[src/rtl/issue_pkg.sv]
// rtl/issue_pkg.sv - shared widths and entry record for the issue queue
//
// Purpose: widths for ROB tags and operand data, and the per-slot entry
// record used by issue_queue and issue_queue_entry.
// Ports: none (package).
package issue_pkg;

    localparam int ROB_W         = 4;
    localparam int DATA_W        = 32;
    // The payload field is sized for the widest supported payload; narrower
    // instances zero-extend on the way in and slice on the way out.
    localparam int PAYLOAD_MAX_W = 128;

    typedef struct packed {
        logic                     valid;
        logic [ROB_W-1:0]         src0_rob;
        logic                     src0_rdy;
        logic [DATA_W-1:0]        src0_value;
        logic [ROB_W-1:0]         src1_rob;
        logic                     src1_rdy;
        logic [DATA_W-1:0]        src1_value;
        logic [ROB_W-1:0]         dst_rob;
        logic [PAYLOAD_MAX_W-1:0] payload;
    } iq_entry_t;

endpackage

[src/rtl/issue_queue_entry.sv]
// rtl/issue_queue_entry.sv - one issue queue slot with wakeup and shift-in
//
// Purpose: holds one entry. Each cycle the slot either keeps its contents,
// takes the entry from the next-younger slot (shift), or takes a freshly
// decoded entry (load). The writeback wakeup is applied to whichever of
// these becomes the next value, so a shifted or newly loaded entry is
// woken in the same cycle. Flush drops the valid bit.
// Ports:
//   clk, resetn          clock, asynchronous active-low reset
//   flush                invalidate this slot
//   shift_en/shift_entry take contents of the next-younger slot
//   load_en/load_entry   take a newly inserted entry (wins over shift)
//   wb_*                 registered writeback bus
//   entry                current slot contents
module issue_queue_entry
    import issue_pkg::*;
(
    input  logic              clk,
    input  logic              resetn,
    input  logic              flush,
    input  logic              shift_en,
    input  iq_entry_t         shift_entry,
    input  logic              load_en,
    input  iq_entry_t         load_entry,
    input  logic              wb_en,
    input  logic              wb_lsmiss,
    input  logic [ROB_W-1:0]  wb_dst_rob,
    input  logic [DATA_W-1:0] wb_value,
    output iq_entry_t         entry
);

    iq_entry_t base;
    iq_entry_t nxt;
    logic      wb_live;

    // A miss writeback carries no data and must never wake a source.
    assign wb_live = wb_en && !wb_lsmiss;

    always_comb begin
        base = entry;
        if (load_en) begin
            base = load_entry;
        end else if (shift_en) begin
            base = shift_entry;
        end

        nxt = base;
        if (wb_live && base.valid) begin
            if (!base.src0_rdy && base.src0_rob == wb_dst_rob) begin
                nxt.src0_rdy   = 1'b1;
                nxt.src0_value = wb_value;
            end
            if (!base.src1_rdy && base.src1_rob == wb_dst_rob) begin
                nxt.src1_rdy   = 1'b1;
                nxt.src1_value = wb_value;
            end
        end
        if (flush) begin
            nxt.valid = 1'b0;
        end
    end

    always_ff @(posedge clk or negedge resetn) begin
        if (!resetn) begin
            entry <= '0;
        end else begin
            entry <= nxt;
        end
    end

endmodule

[src/rtl/issue_queue.sv]
// rtl/issue_queue.sv - in-order-age issue queue with oldest-ready select
//
// Purpose: compacting age-ordered array of DEPTH slots (slot 0 oldest).
// Accepts one instruction per cycle, wakes sources from the writeback bus,
// presents the oldest entry with both sources ready to execute, and
// removes it on handshake by shifting younger slots down. snoop_hit or
// bco_valid flush everything and drop that cycle's insert.
// Ports:
//   clk, resetn                 clock, asynchronous active-low reset
//   snoop_hit, bco_valid        flush requests
//   i_wb_*                      registered writeback bus
//   i_valid, i_src*, i_dst_rob, i_payload, o_in_ready   insert side
//   o_issue_valid, i_issue_ready, o_src*_value, o_dst_rob, o_payload  issue side
//   o_count                     occupied entries
module issue_queue
    import issue_pkg::*;
#(
    parameter int DEPTH     = 4,
    parameter int PAYLOAD_W = 128
) (
    input  logic                       clk,
    input  logic                       resetn,
    input  logic                       snoop_hit,
    input  logic                       bco_valid,
    input  logic                       i_wb_en,
    input  logic [ROB_W-1:0]           i_wb_dst_rob,
    input  logic [DATA_W-1:0]          i_wb_value,
    input  logic                       i_wb_lsmiss,
    input  logic                       i_valid,
    input  logic [ROB_W-1:0]           i_src0_rob,
    input  logic [ROB_W-1:0]           i_src1_rob,
    input  logic                       i_src0_rdy,
    input  logic                       i_src1_rdy,
    input  logic [DATA_W-1:0]          i_src0_value,
    input  logic [DATA_W-1:0]          i_src1_value,
    input  logic [ROB_W-1:0]           i_dst_rob,
    input  logic [PAYLOAD_W-1:0]       i_payload,
    output logic                       o_in_ready,
    output logic                       o_issue_valid,
    input  logic                       i_issue_ready,
    output logic [DATA_W-1:0]          o_src0_value,
    output logic [DATA_W-1:0]          o_src1_value,
    output logic [ROB_W-1:0]           o_dst_rob,
    output logic [PAYLOAD_W-1:0]       o_payload,
    output logic [$clog2(DEPTH+1)-1:0] o_count
);

    localparam int CNT_W = $clog2(DEPTH + 1);
    localparam int IDX_W = $clog2(DEPTH);

    iq_entry_t        slot_q    [DEPTH];
    iq_entry_t        shift_src [DEPTH];
    iq_entry_t        new_entry;
    iq_entry_t        sel_entry;
    logic [DEPTH-1:0] shift_en;
    logic [DEPTH-1:0] load_en;
    logic [CNT_W-1:0] count_q;
    logic [CNT_W-1:0] ins_slot;
    logic [IDX_W-1:0] sel_idx;
    logic             sel_found;
    logic             flush;
    logic             issue_fire;
    logic             ins_fire;

    assign flush      = snoop_hit | bco_valid;
    // Depends on registered count only, so a same-cycle issue never frees
    // a slot for a same-cycle insert into a full queue.
    assign o_in_ready = (count_q < CNT_W'(DEPTH));
    assign ins_fire   = i_valid && o_in_ready && !flush;
    assign issue_fire = sel_found && i_issue_ready;
    // When an issue frees a slot in the same cycle, the tail moves down by one.
    assign ins_slot   = issue_fire ? (count_q - CNT_W'(1)) : count_q;

    always_comb begin
        new_entry                          = '0;
        new_entry.valid                    = 1'b1;
        new_entry.src0_rob                 = i_src0_rob;
        new_entry.src0_rdy                 = i_src0_rdy;
        new_entry.src0_value               = i_src0_value;
        new_entry.src1_rob                 = i_src1_rob;
        new_entry.src1_rdy                 = i_src1_rdy;
        new_entry.src1_value               = i_src1_value;
        new_entry.dst_rob                  = i_dst_rob;
        new_entry.payload[PAYLOAD_W-1:0]   = i_payload;
    end

    // Oldest-ready select: scan youngest to oldest so the last hit wins.
    always_comb begin
        sel_found = 1'b0;
        sel_idx   = '0;
        for (int i = DEPTH - 1; i >= 0; i--) begin
            if (slot_q[i].valid && slot_q[i].src0_rdy && slot_q[i].src1_rdy) begin
                sel_found = 1'b1;
                sel_idx   = IDX_W'(i);
            end
        end
    end

    always_comb begin
        for (int i = 0; i < DEPTH; i++) begin
            shift_en[i] = issue_fire && (IDX_W'(i) >= sel_idx);
            load_en[i]  = ins_fire && (CNT_W'(i) == ins_slot);
        end
    end

    for (genvar g = 0; g < DEPTH; g++) begin : g_slot
        if (g == DEPTH - 1) begin : g_tail
            assign shift_src[g] = '0;
        end else begin : g_body
            assign shift_src[g] = slot_q[g+1];
        end

        issue_queue_entry u_entry (
            .clk         (clk),
            .resetn      (resetn),
            .flush       (flush),
            .shift_en    (shift_en[g]),
            .shift_entry (shift_src[g]),
            .load_en     (load_en[g]),
            .load_entry  (new_entry),
            .wb_en       (i_wb_en),
            .wb_lsmiss   (i_wb_lsmiss),
            .wb_dst_rob  (i_wb_dst_rob),
            .wb_value    (i_wb_value),
            .entry       (slot_q[g])
        );
    end

    always_ff @(posedge clk or negedge resetn) begin
        if (!resetn) begin
            count_q <= '0;
        end else if (flush) begin
            count_q <= '0;
        end else begin
            count_q <= count_q + CNT_W'(ins_fire) - CNT_W'(issue_fire);
        end
    end

    // Data outputs read zero whenever nothing is presented.
    assign sel_entry     = sel_found ? slot_q[sel_idx] : '0;
    assign o_issue_valid = sel_found;
    assign o_src0_value  = sel_entry.src0_value;
    assign o_src1_value  = sel_entry.src1_value;
    assign o_dst_rob     = sel_entry.dst_rob;
    assign o_payload     = sel_entry.payload[PAYLOAD_W-1:0];
    assign o_count       = count_q;

endmodule

[config.mk]
export PLATFORM = sky130hd
export DESIGN_NAME = issue_queue
export DESIGN_NICKNAME = d
export VERILOG_FILES = /design/src/rtl/issue_pkg.sv /design/src/rtl/issue_queue_entry.sv /design/src/rtl/issue_queue.sv
export SDC_FILE = /design/constraint.sdc
export NUM_CORES = 2
export LEC_CHECK = 0
export BUFFER_PORTS_ARGS = -buffer_cell sky130_fd_sc_hd__buf_2
export CELL_PAD_IN_SITES_DETAIL_PLACEMENT = 2
export CELL_PAD_IN_SITES_GLOBAL_PLACEMENT = 2
export CORE_UTILIZATION = 35
export CTS_CLUSTER_DIAMETER = 120
export DETAILED_ROUTE_END_ITERATION = 6
export MAX_ROUTING_LAYER = met4
export PLACE_DENSITY = 0.81
export RECOVER_POWER = 100
export SLEW_MARGIN = 30
export SYNTH_ARGS = -nofsm -noshare
export SYNTH_HDL_FRONTEND = slang
export SYNTH_HIERARCHICAL = 1
export SYNTH_SLANG_ARGS = --single-unit
[constraint.sdc]
create_clock -name clk -period 3.5 [get_ports clk]
set_input_delay 0.7 -clock clk [delete_from_list [all_inputs] [get_ports clk]]
set_output_delay 0.7 -clock clk [all_outputs]
set_load 0.005 [all_outputs]
# [After elaboration in Yosys (flattened, before gate mapping)]
# Cells that the tools add are included.
[totals] register_bits=831 out_inout_bits=201 elab_cells=148
[classes] addsub=3 order_cmp=6 n_eq_ne=11 mux=42 n_bitwise=2 reduce_logical=47
[ops] operator="two-way mux 207 bit" count=8
[ops] operator="two-way mux 201 bit" count=3
[ops] operator="two-way mux 33 bit" count=16
[ops] operator="binary-select mux 207 bit (select 2 bit)" count=1
[ops] operator="equality test 4 bit" count=8
[ops] operator="logical AND 1 bit" count=32
[ops] operator="logical NOT 1 bit" count=10
[ops] operator="two-way mux 1 bit" count=8
[ops] operator="two-way mux 2 bit" count=4
[ops] operator="nonzero test 2 bit" count=4
[ops] operator="equality test 2 x 3 -> 1 bit, first input constant" count=2
[ops] operator="two-way mux 3 bit" count=2
[ops] operator=">= comparator 1 x 2 -> 1 bit, first input constant" count=2
[ops] operator=">= comparator 2 bit, first input constant" count=2
[ops] operator="adder 3 x 1 -> 3 bit" count=1
[ops] operator="equality test 1 x 3 -> 1 bit, first input constant" count=1
[ops] operator=">= comparator 3 bit, second input constant" count=1
[ops] operator="logical NOT 3 bit" count=1
[ops] operator="< comparator 3 bit, second input constant" count=1
[ops] operator="NOT 2 -> 3 bit" count=1
[ops] operator="subtractor 3 x 1 -> 3 bit" count=1
[ops] operator="subtractor 3 x 1 -> 3 bit, second input constant" count=1
[ops] operator="bitwise OR 1 bit" count=1

# [Depth between registers and ports, before layout]
[logic_depth] depth_word=15 mapped_depth=14

# [By module]
# Netlist, hierarchy kept.
[by_module_without_submodules] module="issue_queue_entry" instances=4 cells_each=1002 area_each_um2=10656.5
[by_module_without_submodules] module="issue_queue" instances=1 cells_each=1225 area_each_um2=7357.1

# [Worst setup path after synthesis]
# No wires, ideal clock.
[synth_path] kind="input to register" startpoint="input port bco_valid" endpoint="register g_slot[0].u_entry/entry[134] (netlist name)" setup_ps=125 arrival_ps=3170 required_ps=3375 setup_slack_ps=205 stages=11 path_buffers=3 path_cell_list="nor4b_2 nand4_1 mux2i_1 buf_2 buf_2 nand2_1 o211a_1 nor4_2 nand4_2 buf_6 mux2_4"
[synth_lines] element="start: declaration" line_no="issue_queue.sv:24" rtl="input logic bco_valid,"
[synth_lines] element="end signal: assignment" line_no="issue_queue_entry.sv:67" rtl="entry <= nxt;"
[synth_lines] element="end: declaration" line_no="issue_queue_entry.sv:29" rtl="output iq_entry_t entry"

==> tab_implementation.tex <==
\begin{tabular}{lr}
\hline
Metric & Value \\
\hline
\multicolumn{2}{l}{\textbf{Drt}} \\
Number of nets with antenna violations after detailed routing & 0 \\
Starting DRT DRC Count & 3,315 \\
Final Routed Wirelength & 228,000 um \\
Via count normalized by instance count & 5.98 \\
Number of iterations in the first detailed-routing pass & 7 \\
Via count & 46,400 \\
Routed wire per std cell & 29.4 um \\
Post-route DRC violation count & 0 \\
\multicolumn{2}{l}{\textbf{Yosys}} \\
Synth Register Bits & 831 \\
Fraction of registers with async set/reset & 100\% \\
Mapped Avg Cell Area & 9.55 um2 \\
Yosys warns & 6 \\
Dominant cell by count in the synthesized netlist & nand2\_1 \\
Sequential area share after synthesis & 41.6\% \\
Cell area after synthesis & 50,000 um2 \\
Top area cells in the synthesized netlist & dfrtp\_1, mux2i\_1, o21ai\_0, nand2\_1, mux2\_4 \\
Count of flip-flops with a built-in enable after synthesis & 0 \\
Gate count of the mapped netlist & 5,233 \\
Leading post-synthesis cells by instance count & nand2\_1, dfrtp\_1, mux2i\_1, o21ai\_0, clkbuf\_1 \\
Dominant synthesized flop cell & dfrtp\_1 \\
Dominant cell type by area after synthesis & dfrtp\_1 \\
Area share of the largest cell type after synthesis & 41.6\% \\
Netlist cell types & 43 \\
\multicolumn{2}{l}{\textbf{Run status}} \\
Result of the run & complete, but fails checks \\
Violated checks & max-capacitance violations, max-slew violations, negative setup slack \\
\multicolumn{2}{l}{\textbf{Pwr}} \\
Power density relative to cell area & 424 nW/um2 \\
Power Total & 0.0255 W \\
Peak supply drop & 0.375 mV \\
Static leakage power & 24.6 nW \\
\multicolumn{2}{l}{\textbf{Finish}} \\
Net total in the final layout & 5,996 \\
Layout cells sized above 1 & 19.8\% \\
Area growth from synthesis to layout & 20.6\% \\
Post-layout utilization of the core & 42.6\% \\
\multicolumn{2}{l}{\textbf{Die}} \\
Height of the die & 380 um \\
Die outline area & 144,000 um2 \\
Initial Utilization & 35.3\% \\
Die Width & 380 um \\
Std-Cell Core Area & 142,000 um2 \\
Number of placed I/O pins & 451 \\
Number of placement rows & 138 \\
\multicolumn{2}{l}{\textbf{Clock network}} \\
CTS max path bufs & 3 \\
Count of clock tree sinks & 831 \\
Clock tree from TritonCTS & yes \\
Number of buffers created by CTS & 105 \\
Clock latency reported for the late side of the worst-skew pair & 0.75 ns \\
Root buffer cell & clkbuf\_16 \\
H-tree lvl count & 3 \\
Worst-path clk slew & 0.06 ns \\
\multicolumn{2}{l}{\textbf{Setup path}} \\
Crit Path Max Fanout & 8 \\
Data arrival time of the critical path & 4.19 ns \\
Req. time, crit path & 4.13 ns \\
Critical Path Source Type & flop \\
Classification of the worst setup path & flop to flop \\
Kind of end point of the critical path & flop \\
\multicolumn{2}{l}{\textbf{Worst hold path}} \\
Type of the worst min-delay path & input pin to flop \\
\multicolumn{2}{l}{\textbf{Timing}} \\
Slew at the pin with the worst max-slew slack & 2.16 ns \\
Hold Vio Cnt, Final & 0 \\
Setup-failing EPs final & 33 \\
Highest Clock Rate & 281 MHz \\
Setup repair after global routing missed its margin & yes \\
Min Clock Period, post-route & 3.56 ns \\
Final Slew Violations & 48 \\
Final worst path period share & 102\% \\
Post-layout worst setup margin & -0.0642 ns \\
Clock skew & 0.0427 ns \\
Worst rel slew slack & -43.7\% \\
\multicolumn{2}{l}{\textbf{GRT}} \\
Global route total overflow & 0 \\
Number of antenna violations at the first check in global routing & 52 \\
Vias in the first global route & 51,800 \\
Pin count of the biggest net entering global routing & 149 \\
First-pass GRT wire length & 338,000 um \\
GRT Overall Usage & 31.4\% \\
\multicolumn{2}{l}{\textbf{Place}} \\
Quantity of I/O buffers inserted on ports & 450 \\
Final GP Congestion & 0.836 \\
Detail Placement HPWL & 125,000 um \\
\multicolumn{2}{l}{\textbf{Job}} \\
MaxCap Viol Count & 1 \\
\hline
\end{tabular}
==> through the flow <==
stage	hold WS, ns	cells	setup TNS [ns]	area (um2)	setup slack [ns]
after floorplan	0.404	5442	0	50800	0.205
after global routing	0.221	7751	-3.48	60200	-0.121
final	0.226	7759	-1.05	60300	-0.0642
after CTS	0.167	7702	-0.000834	60000	-0.000834
after global placement	0.545	7472	-4.23	55300	-0.127
after detailed placement	0.559	7474	-15.04	55400	-0.169
==> cell type report <==
class | instances | area [um2]
timing repair buffer | 694 | 5520
antenna | 41 | 103
clock inverter | 27 | 375
inverter | 22 | 82.6
sequential | 831 | 20800
clock buffer | 165 | 3180
multi-input combinational | 4089 | 27800
fill | 15200 | 81300
tap | 1890 | 2360
==> final timing paths <==
check / from / end / slack [ns] / cells after the start
max: g_slot[2].u_entry/entry[201]$_DFF_PN0_ / g_slot[2].u_entry/entry[183]$_DFF_PN0_ / -0.06 / 13
min: i_payload[10] / g_slot[3].u_entry/entry[10]$_DFFE_PN0P_ / 0.23 / 3
max reg2reg: g_slot[2].u_entry/entry[201]$_DFF_PN0_ / g_slot[2].u_entry/entry[183]$_DFF_PN0_ / -0.06 / 13
min reg2reg: g_slot[0].u_entry/entry[91]$_DFFE_PN0P_ / g_slot[0].u_entry/entry[91]$_DFFE_PN0P_ / 0.58 / 2
max in group asynchronous: resetn / g_slot[1].u_entry/entry[33]$_DFFE_PN0P_ / 0.40 / 3
min in group asynchronous: resetn / g_slot[1].u_entry/entry[70]$_DFFE_PN0P_ / 1.15 / 2
==> layer usage <==
| layer | part of all wire [%] | up-vias | global-route usage [%] |
|---|---|---|---|
| met5 | 0 | - | - |
| met1 | 42 | 24700 | 38.6 |
| met4 | 3.2 | 0 | 12.4 |
| met2 | 49 | 1478 | 51.5 |
| li1 | - | 19800 | - |
| met3 | 5.2 | 429 | 4.92 |
==> layout by cell type (no fill, tap or decap), types with 31 or more instances in the layout <==
master and count:
o211ai_1 204, buf_2 447, conb_1 211, clkbuf_1 35, nand3_1 210, buf_12 47, nand2_1 1012, and4_1 196
a31oi_1 196, buf_4 128, dfrtp_1 828, diode_2 41, o21ai_0 808, mux2_4 240, clkbuf_8 31, clkbuf_16 110
mux2i_1 824
==> power breakdown <==
| group | switching (W) | internal [W] | leakage (nW) |
|---|---|---|---|
| Clock | 0.00475 | 0.00674 | 1.75 |
| Combinational | 0.00155 | 0.00119 | 11.7 |
| Sequential | 0.000736 | 0.0106 | 11.2 |
==> critical path, cell delays in order, from the launching register on <==
cell and delay (ns):
dfrtp_4 0.51, and3_4 0.20, o41a_4 0.44, buf_8 0.16, mux2i_4 0.22, buf_8 0.17
buf_4 0.14, buf_4 0.15, o211ai_1 0.25, nor3b_4 0.35, nand4_4 0.15, buf_12 0.19
clkbuf_16 0.19, mux2_4 0.31
==> sequential cells by signal, indices dropped and copies added (netlist names) <==
name / cells
g_slot.u_entry/entry: 828
o_count: 3
==> cells by family (layout without fill, tap and decap cells) <==
logic type	Yosys count	in the layout	share of synthesized area, %
AOI/OAI and AO/OA	1262	1262	14.5
xor gates and xnor gates	11	11	0.193
adders and majority gates	3	3	0.0901
buffers and inverters	523	908	4.77
DFF	831	831	41.6
muxes	1096	1096	24.4
other	2	252	0.0150
and+or+nand+nor	1505	1506	14.4
==> repair_timing <==
item	CTS	global route
buffers inserted	15	11
hold buffers	1	0
gates cloned	20	4
pin swaps	20	6
hold endpoints to repair	35	0
resized for setup	59	16
endpoints found under the setup margin	228	152
No activity file was read; power rests on OpenSTA's default activity.
